==> config.mk <==
export PLATFORM = sky130hd
export DESIGN_NAME = switch_allocator
export DESIGN_NICKNAME = d
export VERILOG_FILES = /design/src/rtl/router_pkg.sv /design/src/rtl/rr_arbiter.sv /design/src/rtl/switch_allocator.sv
export SDC_FILE = /design/constraint.sdc
export NUM_CORES = 1
export LEC_CHECK = 0
export ABC_AREA = 1
export CORE_MARGIN = 10
export CORE_UTILIZATION = 30
export DETAILED_ROUTE_END_ITERATION = 16
export REMOVE_ABC_BUFFERS = 1
export SLEW_MARGIN = 20
export SYNTH_ARGS = -nofsm -noshare
export SYNTH_HDL_FRONTEND = slang
export SYNTH_SLANG_ARGS = --single-unit
==> constraint.sdc <==
create_clock -name clk -period 4.4 [get_ports clk]
set_clock_uncertainty 0.2 [all_clocks]
set_input_delay 0.44 -clock clk [delete_from_list [all_inputs] [get_ports clk]]
set_output_delay 0.44 -clock clk [all_outputs]
set_load 0.005 [all_outputs]
==> src/rtl/router_pkg.sv <==
// Shared flit/state types and default sizing for the router allocators.
package router_pkg;

  typedef enum logic [1:0] {
    HEAD      = 2'd0,
    BODY      = 2'd1,
    TAIL      = 2'd2,
    HEAD_TAIL = 2'd3
  } FLIT_TYPE_t;

  typedef enum logic {
    SA_IDLE   = 1'b0,
    SA_LOCKED = 1'b1
  } SA_STATE_t;

  localparam int NUM_INPUTS     = 5;
  localparam int TIMEOUT_CYCLES = 64;

  function automatic logic is_head(input FLIT_TYPE_t t);
    return (t == HEAD) || (t == HEAD_TAIL);
  endfunction

  function automatic logic is_tail(input FLIT_TYPE_t t);
    return (t == TAIL) || (t == HEAD_TAIL);
  endfunction

endpackage

==> src/rtl/rr_arbiter.sv <==
// Combinational round-robin arbiter: picks the first requester at or after ptr,
// wrapping from N-1 back to 0. Shared by the switch and VC allocators.
module rr_arbiter #(
  parameter int N     = 5,
  parameter int IDX_W = $clog2(N)
) (
  input  logic [N-1:0]     req,
  input  logic [IDX_W-1:0] ptr,
  output logic [N-1:0]     grant,
  output logic [IDX_W-1:0] idx
);

  // First pass finds the lowest requester overall (the wrap-around winner);
  // the second pass overrides it with the lowest requester at or above ptr.
  always_comb begin
    idx   = '0;
    grant = '0;
    for (int j = N - 1; j >= 0; j--) begin
      if (req[j]) idx = IDX_W'(j);
    end
    for (int j = N - 1; j >= 0; j--) begin
      if (req[j] && (IDX_W'(j) >= ptr)) idx = IDX_W'(j);
    end
    if (|req) grant[idx] = 1'b1;
  end

endmodule

==> src/rtl/switch_allocator.sv <==
// Packet-level round-robin switch allocator for one router output unit.
// Optional stalled-lock watchdog is built when SA_TIMEOUT_EN is defined.
import router_pkg::*;

module switch_allocator #(
  parameter int NUM_INPUTS     = router_pkg::NUM_INPUTS,
  parameter int IDX_W          = $clog2(NUM_INPUTS),
  parameter int TIMEOUT_CYCLES = router_pkg::TIMEOUT_CYCLES
) (
  input  logic                               clk,
  input  logic                               reset,
  input  logic       [NUM_INPUTS-1:0]        i_switch_req,
  input  FLIT_TYPE_t [NUM_INPUTS-1:0]        i_flit_type,
  input  logic                               i_out_ready,
  output logic       [NUM_INPUTS-1:0]        o_switch_ack,
  output logic                               o_grant_valid,
  output logic       [IDX_W-1:0]             o_grant_idx,
  output logic                               o_timeout
);

  SA_STATE_t             state, next_state;
  logic [IDX_W-1:0]      rr_ptr, grant_idx, win_idx, next_ptr;
  logic [NUM_INPUTS-1:0] eligible, win_grant;
  logic                  transfer, tail_xfer, watchdog_fire;

  // Only packet heads may open a new lock.
  always_comb begin
    eligible = '0;
    for (int i = 0; i < NUM_INPUTS; i++) begin
      eligible[i] = i_switch_req[i] && is_head(i_flit_type[i]);
    end
  end

  rr_arbiter #(
    .N     (NUM_INPUTS),
    .IDX_W (IDX_W)
  ) u_arb (
    .req   (eligible),
    .ptr   (rr_ptr),
    .grant (win_grant),
    .idx   (win_idx)
  );

  assign transfer  = (state == SA_LOCKED) && i_switch_req[grant_idx] && i_out_ready;
  assign tail_xfer = transfer && is_tail(i_flit_type[grant_idx]);
  assign next_ptr  = (grant_idx == IDX_W'(NUM_INPUTS - 1)) ? '0 : grant_idx + 1'b1;

  always_ff @(posedge clk) begin
    if (reset) begin
      state     <= SA_IDLE;
      rr_ptr    <= '0;
      grant_idx <= '0;
    end else begin
      state <= next_state;
      if ((state == SA_IDLE) && (|win_grant)) grant_idx <= win_idx;
      if ((state == SA_LOCKED) && (next_state == SA_IDLE)) rr_ptr <= next_ptr;
    end
  end

  always_comb begin
    next_state = state;
    case (state)
      SA_IDLE:   if (|win_grant) next_state = SA_LOCKED;
      SA_LOCKED: if (tail_xfer || watchdog_fire) next_state = SA_IDLE;
      default:   next_state = SA_IDLE;
    endcase
  end

  // Ack is suppressed in the reset cycle so an aborted packet moves no flit.
  always_comb begin
    o_switch_ack = '0;
    if (transfer && !reset) o_switch_ack[grant_idx] = 1'b1;
  end

  assign o_grant_valid = (state == SA_LOCKED);
  assign o_grant_idx   = grant_idx;

`ifdef SA_TIMEOUT_EN
  localparam int CNT_W = $clog2(TIMEOUT_CYCLES);

  logic [CNT_W-1:0] stall_cnt;
  logic             stall, timeout_q;

  // A stall is a ready cycle the holder leaves unused; fire as the count reaches TIMEOUT_CYCLES-1.
  assign stall         = (state == SA_LOCKED) && i_out_ready && !transfer;
  assign watchdog_fire = stall && (stall_cnt == CNT_W'(TIMEOUT_CYCLES - 2));

  always_ff @(posedge clk) begin
    if (reset) begin
      stall_cnt <= '0;
      timeout_q <= 1'b0;
    end else begin
      timeout_q <= watchdog_fire;
      if ((state != SA_LOCKED) || transfer || watchdog_fire) stall_cnt <= '0;
      else if (stall) stall_cnt <= stall_cnt + 1'b1;
    end
  end

  assign o_timeout = timeout_q;
`else
  logic unused_timeout_cfg;

  assign unused_timeout_cfg = ^TIMEOUT_CYCLES;
  assign watchdog_fire      = 1'b0;
  assign o_timeout          = 1'b0;
`endif

endmodule

# Yosys cells after proc, flatten, opt, wreduce, memory -nomap -nowiden
# Index checks and enable logic that the tools add are counted.
[word_totals]
reg_bits = 7
latch_bits = 0
ramBits = 0
romBits = 0
inputBits = 18
out_inout_bits = 10
elab_cells = 79
n_memories = 0
[op_classes]
addsub = 1
mul = 0
div = 0
magnitude_cmp = 9
n_eq_ne = 8
n_shift = 0
n_mux = 24
n_bitwise = 2
reduce_logical = 32
[op_table]
columns = ["operator", "count"]
rows = [
  ["$mux W3", 11],
  ["$logic_and A1 B1 Y1", 18],
  ["$eq A2 B2 Y1 const B", 7],
  ["$logic_not A2 Y1", 5],
  ["$mux W5", 2],
  ["$reduce_or A5 Y1", 2],
  ["$lt A3 B4 Y1 const B", 2],
  ["$bmux W2 S3", 1],
  ["$demux W1 S3", 2],
  ["$ge A1 B3 Y1 const A", 2],
  ["$ge A2 B3 Y1 const A", 2],
  ["$ge A3 B1 Y1 const B", 2],
  ["$logic_or A1 B1 Y1", 6],
  ["$mux W1", 5],
  ["$add A3 B1 Y3 const B", 1],
  ["$bmux W1 S3", 1],
  ["$eq A3 B3 Y1 const B", 1],
  ["$ge A3 B3 Y1 const A", 1],
  ["$mux W2", 1],
  ["$not A1 Y1", 2],
  ["$pmux W1 S2", 1],
  ["$logic_not A1 Y1", 1],
]

# Depth between registers and ports, before layout
# Gate-level depths: netlist (run 1).
[logic_depth]
depth_word = 23
mapped_depth = 12
mapped_depth_nobuf = 12

# Hierarchy
# From an unflattened synthesis (run 1), not the netlist that was laid out.
[hier_totals]
hier_cells = 148
area_unflattened_um2 = 843.3
[by_module_without_submodules]
columns = ["module", "instances", "cells_per_inst", "area_per_inst_um2", "seq_area_each_um2"]
rows = [
  ["switch_allocator", 1, 101, 625.6, 140.1],
  ["rr_arbiter", 1, 47, 217.7, 0.0],
]

# Worst setup path before layout (run 1)
# No wires, ideal clock.
[synth_timing]
path_type = "register to output"
start = "register grant_idx[0] (netlist: o_grant_idx[0])"
end = "output o_switch_ack[0]"
arrival_ns = 1.195
required_ns = 3.760
path_slack_ns = 2.565
stages_incl_launch_ff = 8
path_buffers = 1
cell_sequence = "dfxtp_1 -> buf_6 -> nand2_1 -> a21oi_1 -> o21ai_1 -> nand2_2 -> nand3_2 -> nor4_1"
[synth_between]
elab_chain_cells = 6
elab_cells_between_ends = 11
classes_between = "order compare: 2; mux: 5; reduce/logical: 4"
[synth_lines]
columns = ["item", "line_no", "text"]
rows = [
  ["start, declared", "switch_allocator.sv:22", "logic [IDX_W-1:0] rr_ptr, grant_idx, win_idx, next_ptr;"],
  ["start signal, assigned", "switch_allocator.sv:55", "if ((state == SA_IDLE) && (|win_grant)) grant_idx <= win_idx;"],
  ["branches (longest 5 deep; another with $lt A3 B4 Y1)", "-", ""],
  ["$mux W5 *", "switch_allocator.sv:72", "if (transfer && !reset) o_switch_ack[grant_idx] = 1'b1;"],
  ["end, declared", "switch_allocator.sv:15", "output logic [NUM_INPUTS-1:0] o_switch_ack,"],
]
# Mark *: on every way between the ends. The select of a mux whose other input is x is not followed.

# Worst setup path in the final report (run 1)
# Same ends and word-level chain as after synthesis.

==> results_dict.tcl, run 1 <==
set metrics [dict create \
    status "finished clean" \
    final_util_pct 44.7 \
    crit_type "reg2out" \
    track_usage_pct 9.71 \
    area_growth_pct 40.7 \
    cp.arrival_ps 2300 \
    synthFlopType "dfxtp_1" \
    n_antenna_cell 0 \
    cts_resized 0 \
    clkLatencyLatePin_ps 250 \
    wl_per_cell_um 12.3 \
    yosysMostFrequentCell "nand2_1" \
    die_y_um 68.9 \
    p_per_area_mw_per_mm2 225 \
    final-setup-viol-count 0 \
    synth-edff-count 0 \
    slew_viol_final 0 \
    clk_pin_slew_worst_paths_ps 50 \
    hold_buffers 0 \
    htreeDepth 1 \
    ys_ff_latch 7 \
    max_clock_freq_ghz 0.340 \
    ys_async_sr_fraction_pct 0 \
    dr_total_vias 819 \
    design_area_mm2 0.00101 \
    cts_tree "done" \
    rsz0062_at_grt "no" \
    antenna_found_initial 0 \
    drtIter0Drc 28 \
    ios 28 \
    synthTopCellsByArea "dfxtp_1 (20%), nand2_1 (19%), a21oi_1 (8.4%)" \
    crit_fanout 12 \
    start_kind "register" \
    ir_drop_mv 0.180 \
    drive_above_1_share_pct 10.2 \
    min-delay-path-class "reg2reg" \
    post_dp_cell_area_um2 982 \
    wirelength_mm 2.16 \
    report.final.hold_viol_count 0 \
    nNetsFinal 168 \
    p_leak_nw 0.434 \
    dieArea_mm2 0.00475 \
    dr.pass1.iters 4 \
    ant_nets 0 \
    maxSlewHeadroom_pct 63.6 \
    yosysSeqAreaShare_pct 19.5 \
    viasPerCell 4.68 \
    clock_path_buffers 2 \
    yosysWarnings 0 \
    end_kind "primary output" \
    synth_top_cell_by_area "dfxtp_1" \
    syn_avg_cell_area_um2 5.97 \
    cts-buffers-inserted 3 \
    grt_pass1_wl_mm 3.66 \
    critPathRequiredTime_ps 3760 \
    fp.dieW_um 68.9 \
    hpwl_mm 1.80 \
    port_buffers 26 \
    synth_cell_types 27 \
    row_count 17 \
    clkSinkCount 7 \
    fin_crit_sh_pct 66.9 \
    finalSetupTns_ps 0 \
    place_congestion 0.828 \
    synth.cells.most_frequent "nand2_1 (37), inv_1 (14), a21oi_1 (12)" \
    root_buffer "clkbuf_4" \
    post_cts_buffers 0 \
    holdWs_ps 289 \
    grt_overflow 0 \
    finalPower_w 0.000227 \
    start_util_pct 31.8 \
    coreArea_mm2 0.00225 \
    synth_top_area_share_pct 19.5 \
    netlist_instances 120 \
    syn_area_um2 717 \
    cap_viol_max_count 0 \
    route.detailed.drc 0 \
    worst_pin_slew_ps 546 \
    min_period_ps 2940 \
    grt_pass1_vias 809 \
    grt_start_max_net_pins 13 \
]
## metal layers
metal / up-vias / track usage (%) / share of wire, %
met1: 352 / 11.5 / 46
met3: 0 / 2.58 / 8.4
met5: - / 0 / 0
met2: 20 / 16.7 / 46
met4: 0 / 2.96 / 0
li1: 447 / - / -
## report_power, final
group          leakage (nW)  internal [W]  switching, W
clock                0.0150     0.0000345     0.0000226
combinational         0.362     0.0000430     0.0000466
sequential           0.0572     0.0000683     0.0000117
## layout by cell type (no fill, tap or decap)
cell type        synthesis  layout
a21oi_1                 12      12
nor3b_1                  1       1
o21ai_1                  2       2
nor2_1                   9       9
nor4_1                   4       4
dfxtp_1                  7       7
inv_1                   14      14
nand2_1                 37      37
conb_1                   1       1
nand2_2                  1       1
nand4_1                  4       4
o21a_1                   1       1
nor3_2                   1       1
a21oi_4                  1       1
nor3_1                   1       1
xnor2_1                  1       1
nand3_1                  5       5
clkdlybuf4s50_1          0      26
inv_2                    2       2
nand3_2                  2       2
inv_6                    1       1
clkbuf_4                 0       3
o21bai_1                 1       1
nor2_2                   3       3
o21ai_2                  1       1
ha_1                     2       2
o21ai_0                  3       3
clkbuf_1                 0       1
## registers in the layout, indices dropped and copies added (netlist names)
name,cells
o_grant_valid,1
o_grant_idx,3
rr_ptr,3
## logic make-up after synthesis
group	Yosys count	share of synthesized area, %
AOI/OAI and AO/OA	21	17.5
xor gates and xnor gates	1	1.22
adders and majority gates	2	3.49
buffers and inverters	20	13.8
DFF	7	19.5
other	1	0.523
and+or+nand+nor	68	44.0
## worst max-delay path, cell delays in order, from the launching register on
cell             delay (ps)
dfxtp_1                 660
nand2_1                 110
a21oi_1                 160
o21ai_1                  90
nand2_2                 110
nand3_2                 120
nor4_1                  220
clkdlybuf4s50_1         580
## worst paths after layout
kind	start	end	slack (ps)	cells past startpoint
worst min register to register	rr_ptr[2]	rr_ptr[2]	290	2
worst max register to register	o_grant_idx[0]	rr_ptr[2]	2640	6
worst max-delay path	o_grant_idx[0]	o_switch_ack[0]	1460	7
worst min-delay path	rr_ptr[2]	rr_ptr[2]	290	2
## metrics by stage
stage / worst slack (ps) / instances
floorplan: 2460 / 117
global placement: 1560 / 171
detailed placement: 1460 / 171
CTS: 1420 / 175
global route: 1260 / 175
finish: 1460 / 175
## cell type report
class,instances,area (um^2)
inverter,17,68.8
fill,250,1250
timing repair buffer,26,260
multi-input combinational,93,478
sequential,7,140
tap,28,35.0
clock buffer,4,26.3
Note: power is estimated with default switching activity, not from simulation.
==> inputs of run 2 (changes only) <==
clock period = 3 ns   (was 4.4 ns; I/O delays follow)
==> results of run 2 <==
The final DEF is identical to that of run 1. Status: finished clean.
Among the figures that moved: setup slack after placement 1460 ps -> 344 ps; setup slack after layout 1460 ps -> 196 ps; register-to-register setup slack 2640 ps -> 1240 ps; total power 0.000227 W -> 0.000332 W; worst IR drop on VDD 0.180 mV -> 0.264 mV
==> inputs of run 3 (changes only) <==
DONT_BUFFER_PORTS = 1   (was default)
==> run 3 against run 2 <==
  * Clock power grew 2%
  * Non-clock buffer count decreased by 25
  * Critical path depth is 1 lower
  * Cell count is 14% lower
  * Setup slack improved by 460 ps
  * Sequential share of layout area up 4.6 points
  * Fmax increased by 19%
  * Power decreased by 11%
  * Critical path type unchanged
  * Largest cell class unchanged
  * Largest power group is now sequential cells
  * Highest routed layer is now met4
==> results_dict.tcl, run 3 (synthesized netlist as in run 1, its figures left out) <==
set metrics [dict create \
    min-delay-start "reset" \
    reg2reg_to "rr_ptr[2]" \
    reg2reg_from "o_grant_idx[0]" \
    use_met3_pct 2.90 \
    drtIter0Drc 28 \
    track_usage_pct 8.26 \
    finalSetupTns_ps 0 \
    start_kind "register" \
    cts_resized 0 \
    cts-buffers-inserted 3 \
    dr.pass1.iters 4 \
    hpwl_mm 1.67 \
    ant_nets 0 \
    clkSinkCount 7 \
    coreArea_mm2 0.00225 \
    ir_drop_mv 0.190 \
    post_cts_buffers 0 \
    gr-usage-met1_pct 9.93 \
    clkLatencyLatePin_ps 250 \
    r2r_setup_slack_ps 1180 \
    viasPerCell 4.99 \
    fp.dieW_um 68.9 \
    rr_worst_depth 6 \
    htreeDepth 1 \
    p_per_area_mw_per_mm2 392 \
    die_y_um 68.9 \
    grt_pass1_vias 642 \
    area_growth_pct 5.76 \
    status "finished clean" \
    place_congestion 0.842 \
    p_leak_nw 0.341 \
    wirelength_mm 1.99 \
    finalPower_w 0.000297 \
    clk_pin_slew_worst_paths_ps 50 \
    final-setup-viol-count 0 \
    grt_overflow 0 \
    n_antenna_cell 0 \
    min_path_cells 3 \
    min_delay_worst_endpoint "rr_ptr[1]" \
    grt_pass1_wl_mm 3.03 \
    globalRoute.busiestLayer "met2" \
    min_period_ps 2350 \
    root_buffer "clkbuf_4" \
    grt_start_max_net_pins 13 \
    route.detailed.drc 0 \
    row_count 17 \
    layout_common_cells "nand2_1 (37), inv_1 (14), a21oi_1 (12), nor2_1 (9), dfxtp_1 (7)" \
    cts_tree "done" \
    wl_per_cell_um 13.3 \
    max_clock_freq_ghz 0.426 \
    worst_pin_slew_ps 552 \
    crit_type "reg2out" \
    rsz0062_at_grt "no" \
    ios 28 \
    port_buffers 0 \
    cap_viol_max_count 0 \
    end_kind "primary output" \
    dr_total_vias 749 \
    maxSlewHeadroom_pct 63.2 \
    fill_cells 261 \
    min-delay-path-class "in2reg" \
    crit_fanout 12 \
    mostFrequentLayoutCell "nand2_1" \
    start_util_pct 31.8 \
    drive_above_1_share_pct 12.3 \
    met2_usage_pct 12.9 \
    fin_crit_sh_pct 78.3 \
    critPathRequiredTime_ps 2500 \
    dieArea_mm2 0.00475 \
    antenna_found_initial 0 \
    final_util_pct 33.6 \
    clock_path_buffers 2 \
    report.final.hold_viol_count 0 \
    cp.arrival_ps 1850 \
    nNetsFinal 143 \
    slew_viol_final 0 \
]
-- run 3: cell types whose count changed in the layout (fill, tap and decap cells not counted) --
cell	delta
clkdlybuf4s50_1	-26
dlygate4sd3_1	+1
-- run 3: how the worst max path moves through the flow --
stage	start	end	slack, ps	depth (start not counted)
6_report	o_grant_idx[0]	o_switch_ack[1]	650	6
5_1_grt	o_grant_idx[0]	o_switch_ack[3]	500	6
4_1_cts	o_grant_idx[0]	o_switch_ack[1]	630	6
3_5_place_dp	o_grant_idx[0]	o_switch_ack[1]	910	6
3_3_place_gp	o_grant_idx[0]	o_switch_ack[3]	1010	6
2_1_floorplan	o_grant_idx[0]	o_switch_ack[0]	1200	6
-- run 3: power by group --
group,internal (W),total [W],switching (W)
registers,0.000100,0.000118,0.0000179
logic,0.0000352,0.0000942,0.0000590
clock network,0.0000507,0.0000852,0.0000345
total,0.000186,0.000297,0.000111
-- run 3: critical path, cell delays in order, from the launching register on --
cell     delay (ps)
dfxtp_1         660
nand2_1          90
a21oi_1         180
o21ai_1          80
nand2_2         100
nand3_2         110
nor4_1          360
-- run 3: area by class of cell --
cell class                 count  area [um^2]  area share, %
multi-input combinational     93          478           63.0
sequential                     7          140           18.5
inverter                      17         68.8           9.08
tap                           28         35.0           4.62
clock buffer                   4         26.3           3.47
timing repair buffer           1         10.0           1.32
-- run 3: through the flow --
stage                     hold WS, ps  instance area [um^2]  instances  worst slack [ps]
after global routing             70.4                   758        150               504
final                            50.8                   758        150               651
after CTS                        46.7                   758        150               628
after global placement            173                   722        145              1010
after detailed placement          173                   722        145               905
after floorplan                   169                   687        117              1200
-- run 3: what timing repair did --
item | CTS | global route
endpoints found under the hold margin | 5 | 0
endpoints found under the setup margin | 0 | 0
hold buffers | 1 | 0
-- run 3: per-layer routing --
metal | wire (um) | up-vias
met5 | 0 | -
met1 | 879 | 332
met4 | 20 | 0
li1 | - | 393
met2 | 891 | 22
met3 | 203 | 2
